===== config.mk =====
export PLATFORM = sky130hd
export DESIGN_NAME = key_filter
export DESIGN_NICKNAME = d
export VERILOG_FILES = /design/src/rtl/key_filter.sv
export SDC_FILE = /design/constraint.sdc
export NUM_CORES = 1
export LEC_CHECK = 0
export CAP_MARGIN = 0
export CORE_MARGIN = 3
export CORE_UTILIZATION = 60
export DETAILED_ROUTE_END_ITERATION = 8
export GPL_TIMING_DRIVEN = 0
export PLACE_DENSITY = 0.78
export SLEW_MARGIN = 30
export SYNTH_ARGS = -nofsm -noshare
export SYNTH_HDL_FRONTEND = slang
export SYNTH_SLANG_ARGS = --single-unit
export TNS_END_PERCENT = 30

===== constraint.sdc =====
create_clock -name clk_50mhz -period 4.5 [get_ports clk_50mhz]
set_input_delay 0.9 -clock clk_50mhz [delete_from_list [all_inputs] [get_ports clk_50mhz]]
set_output_delay 0.9 -clock clk_50mhz [all_outputs]
set_load 0.03 [all_outputs]

===== src/rtl/key_filter.sv =====
// Debounced key filter: 2-flop synchronizer, edge detect and a four-state
// confirmation FSM producing press, release and long-press pulses.
module key_filter #(
  parameter int unsigned DEBOUNCE_CYCLES = 1_000_000,
  parameter int unsigned LONG_CYCLES     = 50_000_000
) (
  input  logic clk_50mhz,
  input  logic rst,
  input  logic key_in,
  output logic key_state,
  output logic key_flag,
  output logic key_press,
  output logic key_release,
  output logic key_long
);

  localparam int unsigned DW = (DEBOUNCE_CYCLES > 1) ? $clog2(DEBOUNCE_CYCLES) : 1;
  localparam int unsigned LW = (LONG_CYCLES > 1) ? $clog2(LONG_CYCLES) : 1;
  localparam logic [DW-1:0] DB_TERM   = DW'(DEBOUNCE_CYCLES - 1);
  localparam logic [DW-1:0] DB_ONE    = DW'(1);
  localparam logic [LW-1:0] HOLD_TERM = LW'(LONG_CYCLES - 1);
  localparam logic [LW-1:0] HOLD_ONE  = LW'(1);

  typedef enum logic [1:0] {
    IDLE        = 2'd0,
    FILTER_DOWN = 2'd1,
    DOWN        = 2'd2,
    FILTER_UP   = 2'd3
  } state_t;

  state_t         state_q, state_d;
  logic           sync1_q, sync1_d;
  logic           sync2_q, sync2_d;
  logic           prev_q, prev_d;
  logic [1:0]     fill_q, fill_d;
  logic           armed_q, armed_d;
  logic [DW-1:0]  db_cnt_q, db_cnt_d;
  logic [LW-1:0]  hold_cnt_q, hold_cnt_d;
  logic           long_done_q, long_done_d;
  logic           key_state_q, key_state_d;
  logic           key_flag_q, key_flag_d;
  logic           key_press_q, key_press_d;
  logic           key_release_q, key_release_d;
  logic           key_long_q, key_long_d;
  logic           fall, rise;

  assign fall = prev_q & ~sync2_q;
  assign rise = ~prev_q & sync2_q;

  // Next-state logic for the synchronizer, counters, FSM and output pulses.
  always_comb begin
    sync1_d       = key_in;
    sync2_d       = sync1_q;
    prev_d        = sync2_q;
    state_d       = state_q;
    db_cnt_d      = db_cnt_q;
    hold_cnt_d    = hold_cnt_q;
    long_done_d   = long_done_q;
    key_state_d   = key_state_q;
    key_press_d   = 1'b0;
    key_release_d = 1'b0;
    key_long_d    = 1'b0;

    // The synchronizer holds reset ones for two cycles; only arm once a real
    // high level has been seen, so a key held low through reset is ignored.
    if (fill_q != 2'd2) begin
      fill_d = fill_q + 2'd1;
    end else begin
      fill_d = fill_q;
    end
    armed_d = armed_q | ((fill_q == 2'd2) & sync2_q);

    if ((state_q == DOWN) || (state_q == FILTER_UP)) begin
      if (hold_cnt_q != HOLD_TERM) begin
        hold_cnt_d = hold_cnt_q + HOLD_ONE;
      end else begin
        hold_cnt_d = hold_cnt_q;
      end
    end else begin
      hold_cnt_d = hold_cnt_q;
    end

    case (state_q)
      IDLE: begin
        if (fall && armed_q) begin
          state_d  = FILTER_DOWN;
          db_cnt_d = '0;
        end else begin
          state_d  = IDLE;
        end
      end
      FILTER_DOWN: begin
        if (rise) begin
          state_d = IDLE;
        end else if (db_cnt_q == DB_TERM) begin
          state_d     = DOWN;
          key_press_d = 1'b1;
          key_state_d = 1'b0;
          hold_cnt_d  = '0;
          long_done_d = 1'b0;
        end else begin
          db_cnt_d = db_cnt_q + DB_ONE;
        end
      end
      DOWN: begin
        if (rise) begin
          state_d  = FILTER_UP;
          db_cnt_d = '0;
        end else begin
          state_d  = DOWN;
        end
      end
      FILTER_UP: begin
        if (fall) begin
          state_d = DOWN;
        end else if (db_cnt_q == DB_TERM) begin
          state_d       = IDLE;
          key_release_d = 1'b1;
          key_state_d   = 1'b1;
        end else begin
          db_cnt_d = db_cnt_q + DB_ONE;
        end
      end
      default: begin
        state_d = IDLE;
      end
    endcase

    // A long pulse is dropped rather than overlap a release pulse.
    if (((state_q == DOWN) || (state_q == FILTER_UP)) && (hold_cnt_q == HOLD_TERM)
        && !long_done_q && !key_release_d) begin
      key_long_d  = 1'b1;
      long_done_d = 1'b1;
    end else begin
      key_long_d  = 1'b0;
    end

    key_flag_d = key_press_d | key_release_d;
  end

  // State and output registers with synchronous reset.
  always_ff @(posedge clk_50mhz) begin
    if (rst) begin
      sync1_q       <= 1'b1;
      sync2_q       <= 1'b1;
      prev_q        <= 1'b1;
      fill_q        <= 2'd0;
      armed_q       <= 1'b0;
      state_q       <= IDLE;
      db_cnt_q      <= '0;
      hold_cnt_q    <= '0;
      long_done_q   <= 1'b0;
      key_state_q   <= 1'b1;
      key_flag_q    <= 1'b0;
      key_press_q   <= 1'b0;
      key_release_q <= 1'b0;
      key_long_q    <= 1'b0;
    end else begin
      sync1_q       <= sync1_d;
      sync2_q       <= sync2_d;
      prev_q        <= prev_d;
      fill_q        <= fill_d;
      armed_q       <= armed_d;
      state_q       <= state_d;
      db_cnt_q      <= db_cnt_d;
      hold_cnt_q    <= hold_cnt_d;
      long_done_q   <= long_done_d;
      key_state_q   <= key_state_d;
      key_flag_q    <= key_flag_d;
      key_press_q   <= key_press_d;
      key_release_q <= key_release_d;
      key_long_q    <= key_long_d;
    end
  end

  assign key_state   = key_state_q;
  assign key_flag    = key_flag_q;
  assign key_press   = key_press_q;
  assign key_release = key_release_q;
  assign key_long    = key_long_q;

endmodule


==> results of run 1 <==
metrics by stage:
stage                     setup WS (ns)  cells
final                             2.195    424
after global routing              2.005    424
after CTS                         2.178    424
after detailed placement          1.952    409
after global placement            1.996    409
after floorplan                   2.496    337
cells by family (layout without fill, tap and decap cells):
logic type,after synthesis,count (layout)
AND/OR/NAND/NOR,167,167
flip-flops,60,60
AO/OA/AOI/OAI,55,55
buffers and inverters,25,47
XOR/XNOR,22,22
multiplexers,5,5
adder cells (fa/ha/maj),3,3
sequential cells by signal (all words and copies together) (netlist names):
signal	count
key_state	1
db_cnt_q	20
key_release	1
long_done_q	1
prev_q	1
armed_q	1
key_press	1
prev_d	1
hold_cnt_q	26
key_long	1
sync1_q	1
state_q	2
key_flag	1
fill_q	2
layout by cell type (no fill, tap or decap), types with 3 or more instances in the layout:
master / netlist / routed
dfxtp_1: 60 / 60
nor2_1: 35 / 35
nand2_1: 24 / 24
a21oi_1: 22 / 22
nand3_1: 18 / 18
xnor2_1: 16 / 16
nand4_1: 13 / 13
or3_1: 13 / 13
clkbuf_8: 0 / 12
or4_1: 11 / 11
clkbuf_1: 8 / 10
nor3_1: 9 / 9
nor4_1: 8 / 8
o31ai_1: 8 / 8
inv_1: 7 / 7
and3_1: 7 / 7
buf_2: 7 / 7
clkdlybuf4s50_1: 0 / 7
o21ai_0: 6 / 6
xor2_1: 6 / 6
or2_2: 5 / 5
mux2i_1: 5 / 5
nand2b_1: 3 / 3
nand3b_1: 3 / 3
ha_1: 3 / 3
power breakdown:
| part | internal [mW] | switching, mW | total [mW] |
|---|---|---|---|
| Combinational | 0.0250 | 0.0416 | 0.0665 |
| Clock | 0.299 | 0.203 | 0.502 |
| Sequential | 0.544 | 0.0102 | 0.554 |
| Total | 0.868 | 0.255 | 1.12 |
layout make-up:
type	instances	area, um2
Timing Repair Buffer	7	70.07
Inverter	8	30.03
Tap cell	65	81.33
Clock inverter	1	30.03
Fill cell	350	1235
Clock buffer	14	172.7
Multi-Input combinational cell	252	1614
Sequential cell	60	1201
Buffer	17	100.1
routing by layer:
metal | part of all wire [%] | wire [um] | GRT usage, %
met5 | 0 | 0 | 0
met4 | 2.0 | 136 | 11.05
met3 | 5.0 | 336 | 4.137
met2 | 44 | 2982 | 36.08
met1 | 49 | 3271 | 34.25
worst min-delay path by stage:
stage	slack, ns	to
6_report	0.41	prev_d
3_5_place_dp	0.40	prev_d
4_1_cts	0.41	prev_d
3_3_place_gp	0.39	prev_d
5_1_grt	0.44	prev_d
2_1_floorplan	0.39	prev_d
==> impl_results.md, run 1 <==
* Number of warnings issued by yosys at 0
* DP HPWL at ~4600 um
* Crit path depth at 1
* # DRC at 0
* RSZ-0062 raised after global routing: no
* Clk_skew at 0.006852 ns
* Vias per cell at between 6 and 7
* Synth Register Bits at 60
* Adder and majority gate portion of the synthesized area at under 10%
* Hold path depth at 1
* Worst reg2reg setup slack at about 2.3 ns
* Post-synthesis simple-gate area fraction at between 30 and 40%
* Max Cap Viol at 0
* Reg2reg path depth at 7
* Crit-path cells: clkdlybuf4s50_1
* Final nets at about 360
* Outcome: finished, final reports clean
* Die Area at 0.005786 mm2
* First-pass GRT wire length at 11320 um
* Antenna cells at 0
* First-pass DRT Iterations at 5
* Clk Latency, worst-skew pair at roughly 0.34 ns
* Worst path top cell family by delay: buffers and inverters
* Largest family of logic cells by synthesized area: simple AND/OR/NAND/NOR gates
* Setup violations, final at 0
* Area Overhead vs Synth at 12.02%
* Slew Limit Fails at 0
* Buf/Inv on CP at 1
* Cell variety after synth at 52
* Top_reg_cell synth: dfxtp_1
* Clk pin slew, worst setup/hold paths at 0.06 ns
* Synth area leader: dfxtp_1
* Mean Syn Cell Area at 8.740 um2
* Pin count of the biggest net entering global routing at 11
* Die extent in y at around 76 um
* Top cell type's share of synthesized area at 40.78%
* Syn_nets at roughly 340
* CTS tree: done
* Total power at around 1.1 mW
* Most numerous cell in the Yosys netlist: dfxtp_1
* Worst Tran Pin Value at just under 0.7 ns
* Crit path to: key_state
* Crit Reg-Reg Endpoint: db_cnt_q[0]
* CTS Buf Count at 9
* Gr ovfl total at 0
* Static leakage power at ~1.1 nW
* Max Fclk at between 400 and 500 MHz
* Final Cycle Share at about half
* Final WL at 6727 um
* CTS Buffer Depth at 2
* Tmin final at approximately 2.3 ns
* EDFF count, synth at 0
* CTS sink cnt at 60
* Critical Path Start Type: flop
* Worst hold margin at around 0.41 ns
* # H-tree levels at 3
* Synth async-reset ratio at 0%
* Post-DR wirelength/cell at approximately 16 um
* Synth area leaders: dfxtp_1 41%, xnor2_1 4.8%, nor2_1 4.5%, a21oi_1 3.7%, nand3_1 3.1%
* Crit. End Element: output pin
* VDD IR max at 0.2653 mV
* Rel. slew slack at between 50% and 60%
* Initial antenna violation count at 0
* Vias in the first global route at around 2400
* Initial Util at 64.96%
* Sequential element share of the synthesized area at around 41%
* XOR/XNOR share of the synthesized area at ~6.5%
* WP data required at approximately 3.6 ns
* Layout cells sized above 1 at about a tenth
* CP startpoint: key_state
* Top cells by count, synth: 60 x dfxtp_1, 35 x nor2_1, 24 x nand2_1
* Placed cell areas at 0.003097 mm2
* Core ar. at about 0.0045 mm2
* Routed vias at approximately 2600
* Final Util at between 70% and 80%
* Mux share of post-synthesis cell area at 1.699%
* Finished Cell Area at 0.003299 mm2
* Final hold violation count at 0
* Clk Tree Root Cell: clkbuf_8
* FP Rows at 24
* CP max stage cell: clkdlybuf4s50_1
* IO Pins at 8
* DRC violation total after the first TritonRoute iteration at between 200 and 250
* Post-Route Setup TNS at 0 ns
* Die width at around 76 um
* Worst Path Arrival at 1.41 ns
* Post-CTS Setup Inserts at 0
* Hold Path Origin: sync1_q
* Gpl congestion at approximately 0.87
* DRT antenna net count at 0
* Post-Syn Area at around 0.0029 mm2
* PwrDens at ~340 mW/mm2
* Worst r2r src: prev_d
* CP peak stage delay at ~0.70 ns
* Worst min-delay path class: flop to flop
* CP Max Fanout at 3
* Post-CTS Resized at 0
* Hold Buf Count CTS at 0
* IO Port Bufs at 7
* Crit Path Class: flop to output pin
* Synth Area in Compound Gates at 12.57%
* All-layer global routing usage at 24.22%
* Synthesized instance count at 337
(Power assumes the default switching activity.)
==> run 2: changes to the inputs <==
Settings changed: CORE_UTILIZATION 60 to 55, PLACE_DENSITY 0.78 to 0.75.
Clock period 4.5 ns to 1.95 ns, I/O delays scaled along.
==> impl_results.md, run 2 (synthesized netlist as in run 1, its figures left out) <==
* Layout cells sized above 1 at a little over a quarter
* Final nets at 376
* All-layer global routing usage at roughly a quarter
* CTS tree: done
* FP Rows at 26
* Leading cell type in the layout, fill and taps excluded: dfxtp_1
* First-pass DRT Iterations at 5
* Pin count of the biggest net entering global routing at 11
* Routed vias at 2728
* Rel. slew slack at roughly 64%
* Max Fclk at between 500 and 600 MHz
* Vias in the first global route at 2557
* DP HPWL at 4444 um
* VDD IR max at about 0.64 mV
* # H-tree levels at 3
* Finished Cell Area at ~0.0037 mm2
* CP startpoint: db_cnt_q[1]
* Antenna cells at 0
* Clk Latency, worst-skew pair at between 0.3 and 0.4 ns
* Tmin final at between 1.5 and 2 ns
* IO Port Bufs at 7
* RSZ-0062 raised after global routing: yes
* Worst Path Arrival at 2.21 ns
* Largest register FFs at 26
* Final hold violation count at 0
* Max Cap Viol at 0
* PwrDens at around 700 mW/mm2
* First-pass GRT wire length at 11710 um
* Area Overhead vs Synth at 24.34%
* Die extent in y at 79.18 um
* Gr busiest metal: met2
* CP Max Fanout at 5
* DRC violation total after the first TritonRoute iteration at 236
* Critical Path Start Type: flop
* Final WL at 7559 um
* Largest register by flop count: hold_cnt_q
* Gr ovfl total at 0
* Vias per cell at around 6.2
* # DRC at 0
* M1 GR Usage at 29.99%
* Core ar. at between 0.005 and 0.006 mm2
* Met2 global-route usage at 37.54%
* Clk pin slew, worst setup/hold paths at 0.07 ns
* Regs by FF count: hold_cnt_q x26, db_cnt_q x20
* Clk_skew at 0.008590 ns
* IO Pins at 8
* GR Util met3 at around 4.2%
* DRT antenna net count at 0
* Clk Tree Root Cell: clkbuf_8
* CTS Buf Count at 9
* Worst r2r src: db_cnt_q[1]
* Placed Cells at between 400 and 500
* Worst Tran Pin Value at 0.5333 ns
* Initial Util at 57.30%
* CTS Buffer Depth at 2
* Outcome: finished, final reports clean
* Crit Path Class: flop to flop
* Crit. End Element: flop
* Die Area at around 0.0063 mm2
* Placed cell areas at slightly above 0.003 mm2
* Static leakage power at 1.264 nW
* WP data required at between 2 and 2.5 ns
* Initial antenna violation count at 0
* Hold Path Origin: sync1_q
* Total power at around 2.6 mW
* Gpl congestion at approximately 0.81
* Worst hold margin at about 0.44 ns
* Post-DR wirelength/cell at ~17 um
* Final Util at ~70%
* Worst min-delay path class: flop to flop
* Setup violations, final at 0
* Die width at just under 80 um
* Slew Limit Fails at 0
* Final Cycle Share at between 90% and 100%
* CTS sink cnt at 60
* Non-Filler Instances at about 440
* Commonest non-fill, non-tap cells in the layout: 42 x dfxtp_1, 35 x nor2_1, 23 x nand2_1
run 2: stage by stage:
step	setup TNS (ns)	worst slack, ns
floorplan	0	0.06420
global placement	-4.677	-0.2614
detailed placement	-4.936	-0.2836
CTS	-0.06643	-0.02485
global route	-0.3107	-0.06001
finish	0	0.02402
run 2: critical path, stage by stage (launching register included):
cell and delay, ns:
dfxtp_1 0.37, ha_1 0.23, and2_4 0.19, nand4_1 0.12, or4_4 0.48, or3_4 0.35
a21oi_2 0.13
run 2: path summary, 6_finish.rpt:
| kind | to | cells past startpoint | slack (ns) |
|---|---|---|---|
| worst max-delay path | db_cnt_q[18] | 6 | 0.02 |
| worst max register to register | db_cnt_q[18] | 6 | 0.02 |
| worst min-delay path | prev_d | 1 | 0.44 |
| worst min register to register | prev_d | 1 | 0.44 |
run 2: layer usage:
metal  share of wire (%)  vias up
li1                    -     1304
met1                  45     1314
met2                  47       94
met3                 5.3       16
met4                 2.5        0
met5                   0        -
run 2: what timing repair did:
action                                  4_1_cts  5_1_grt
endpoints found under the setup margin       40       49
pin swaps                                     5        6
gates resized for setup                      26       39
gates cloned                                  0        2
buffers inserted                              7       10
hold buffers                                  0        0
run 2: cell type report:
cell class / instances / area [um2]
fillers: 388 / 1478
plain buffers: 13 / 93.84
clock inverters: 2 / 35.03
clock buffers: 12 / 155.1
flip-flops and latches: 60 / 1246
well taps: 70 / 87.58
repair buffers: 26 / 265.3
multi-input cells: 252 / 1749
inverters: 8 / 30.03
run 2: report_power, final:
group / leakage (nW) / total [mW] / switching [mW] / internal (mW)
combinational: 0.671 / 0.168 / 0.0979 / 0.0706
sequential: 0.495 / 1.27 / 0.0257 / 1.24
clock: 0.0983 / 1.12 / 0.480 / 0.644
total: 1.26 / 2.56 / 0.603 / 1.96
==> run 3: changes to the inputs <==
Settings changed: CORE_MARGIN 3 to 4.
==> impl_results.md, run 3 (synthesized netlist as in run 1, its figures left out) <==
* Outcome: finished, final reports clean
* Post-DR wirelength/cell at 15.64 um
* Initial Util at a little under three fifths
* FILL cells at about 420
* Routed vias at ~2600
* Die Area at about 0.0066 mm2
* Commonest non-fill, non-tap cells in the layout: 44 x dfxtp_1, 35 x nor2_1, 23 x nand2_1
* Setup violations, final at 0
* CP peak stage delay at between 0.5 and 0.6 ns
* Post-Route Setup TNS at 0 ns
* Max Cap Viol at 0
* Largest register by flop count: hold_cnt_q
* Clk Tree Root Cell: clkbuf_8
* Buf/Inv on CP at 2
* Pin count of the biggest net entering global routing at 11
* Leading cell type in the layout, fill and taps excluded: dfxtp_1
* Worst Tran Pin Value at between 0.4 and 0.5 ns
* Vias in the first global route at between 2000 and 2500
* # H-tree levels at 3
* Setup ws final at a little under 0.007 ns
* Final Cycle Share at 99.65%
* CTS tree: done
* PwrDens at between 600 and 700 mW/mm2
* Area of the multi-input gates at 0.001745 mm2
* Crit. End Element: flop
* Antenna cells at 0
* Worst hold margin at 0.4127 ns
* Regs by FF count: hold_cnt_q x26, db_cnt_q x20
* Gpl congestion at about 0.84
* Worst min-delay path class: flop to flop
* Clk_skew at slightly below 0.009 ns
* Die extent in y at a little over 80 um
* # DRC at 0
* Crit path depth at 7
* Worst Path Arrival at ~2.2 ns
* Hold Path Origin: sync1_q
* CP max stage cell: or4_4
* CP Max Fanout at 4
* CTS Buffer Depth at 2
* CP startpoint: hold_cnt_q[8]
* Worst r2r src: hold_cnt_q[8]
* Register area at about 0.0012 mm2
* Final WL at 6834 um
* Crit path top cell by count: buf_4
* Area Overhead vs Synth at 19.58%
* DRT antenna net count at 0
* Crit Path Class: flop to flop
* Clk pin slew, worst setup/hold paths at approximately 0.070 ns
* CTS sink cnt at 60
* DP HPWL at around 4300 um
* FP Rows at 26
* Worst path top cell family by delay: simple AND/OR/NAND/NOR gates
* All-layer global routing usage at a little under a quarter
* Pre-CTS WS at -0.2553 ns
* RSZ-0062 raised after global routing: yes
* Largest register FFs at 26
* WP data required at 2.17 ns
* IO Pins at 8
* Rel. slew slack at between 60% and 70%
* Final hold violation count at 0
* Gr ovfl total at 0
* Critical Path Start Type: flop
* Max Fclk at approximately 510 MHz
* Initial antenna violation count at 0
* VDD IR max at ~0.65 mV
* Layout cells sized above 1 at 22.34%
* IO Port Bufs at 7
* Reg2reg path depth at 7
* First-pass DRT Iterations at 5
* Core ar. at between 0.005 and 0.006 mm2
* Slew Limit Fails at 0
* Vias per cell at 5.977
* Clk Latency, worst-skew pair at roughly 0.34 ns
* Final nets at between 300 and 400
* Die width at between 80 and 90 um
* First-pass GRT wire length at 11580 um
* Placed cell areas at between 0.003 and 0.004 mm2
* Crit-path cells: or4_4, nor4_4, nand4_1, buf_4, buf_4, nand2b_4, nor2_1
* Tmin final at just under 2 ns
* Hold path depth at 1
* CTS Buf Count at 9
* Total power at about 2.4 mW
* Static leakage power at between 1 and 1.5 nW
* DRC violation total after the first TritonRoute iteration at 274
* Finished Cell Area at approximately 0.0035 mm2
-- run 3: cell types whose count changed in the layout (fill, tap and decap cells not counted), sizes merged --
cell	change
buf	-5
bufinv	-1
clkbuf	-1
clkinv	+1
-- run 3: repair_timing --
action,in CTS,in global routing
buffers inserted,5,6
hold buffers,0,0
resized for setup,23,34
setup endpoints to repair,44,48
gates cloned,0,1
pin swaps,3,14
-- run 3: power by group --
group	switching, mW	internal, mW	total, mW
clock	0.459	0.520	0.979
combinational	0.0948	0.0678	0.163
sequential	0.0267	1.25	1.28
total	0.580	1.84	2.42
-- run 3: per-layer routing --
layer | vias up | track usage [%] | wire [um]
met5 | - | 0 | 0
met4 | 0 | 8.615 | 82
met3 | 9 | 6.541 | 425
met2 | 88 | 35.88 | 3188
met1 | 1229 | 29.18 | 3138
li1 | 1286 | - | -
-- run 3: area by class of cell --
| type | count | area share, % |
|---|---|---|
| clock inverters | 2 | 0.2842 |
| clock buffers | 13 | 4.512 |
| well taps | 70 | 2.487 |
| inverters | 8 | 0.8526 |
| repair buffers | 19 | 4.476 |
| flip-flops and latches | 60 | 35.10 |
| plain buffers | 13 | 2.735 |
| multi-input cells | 252 | 49.56 |
-- run 3: stage by stage --
step | util [%] | std cells
after detailed placement | 60.37 | 414
after global routing | 68.52 | 437
final | 68.52 | 437
after floorplan | - | 337
after global placement | 60.37 | 414
after CTS | 65.77 | 432
-- run 3: final timing paths --
path	slack (ns)	end
worst max-delay path	0.007	hold_cnt_q[24]
worst min-delay path	0.41	prev_d
worst max register to register	0.007	hold_cnt_q[24]
worst min register to register	0.41	prev_d
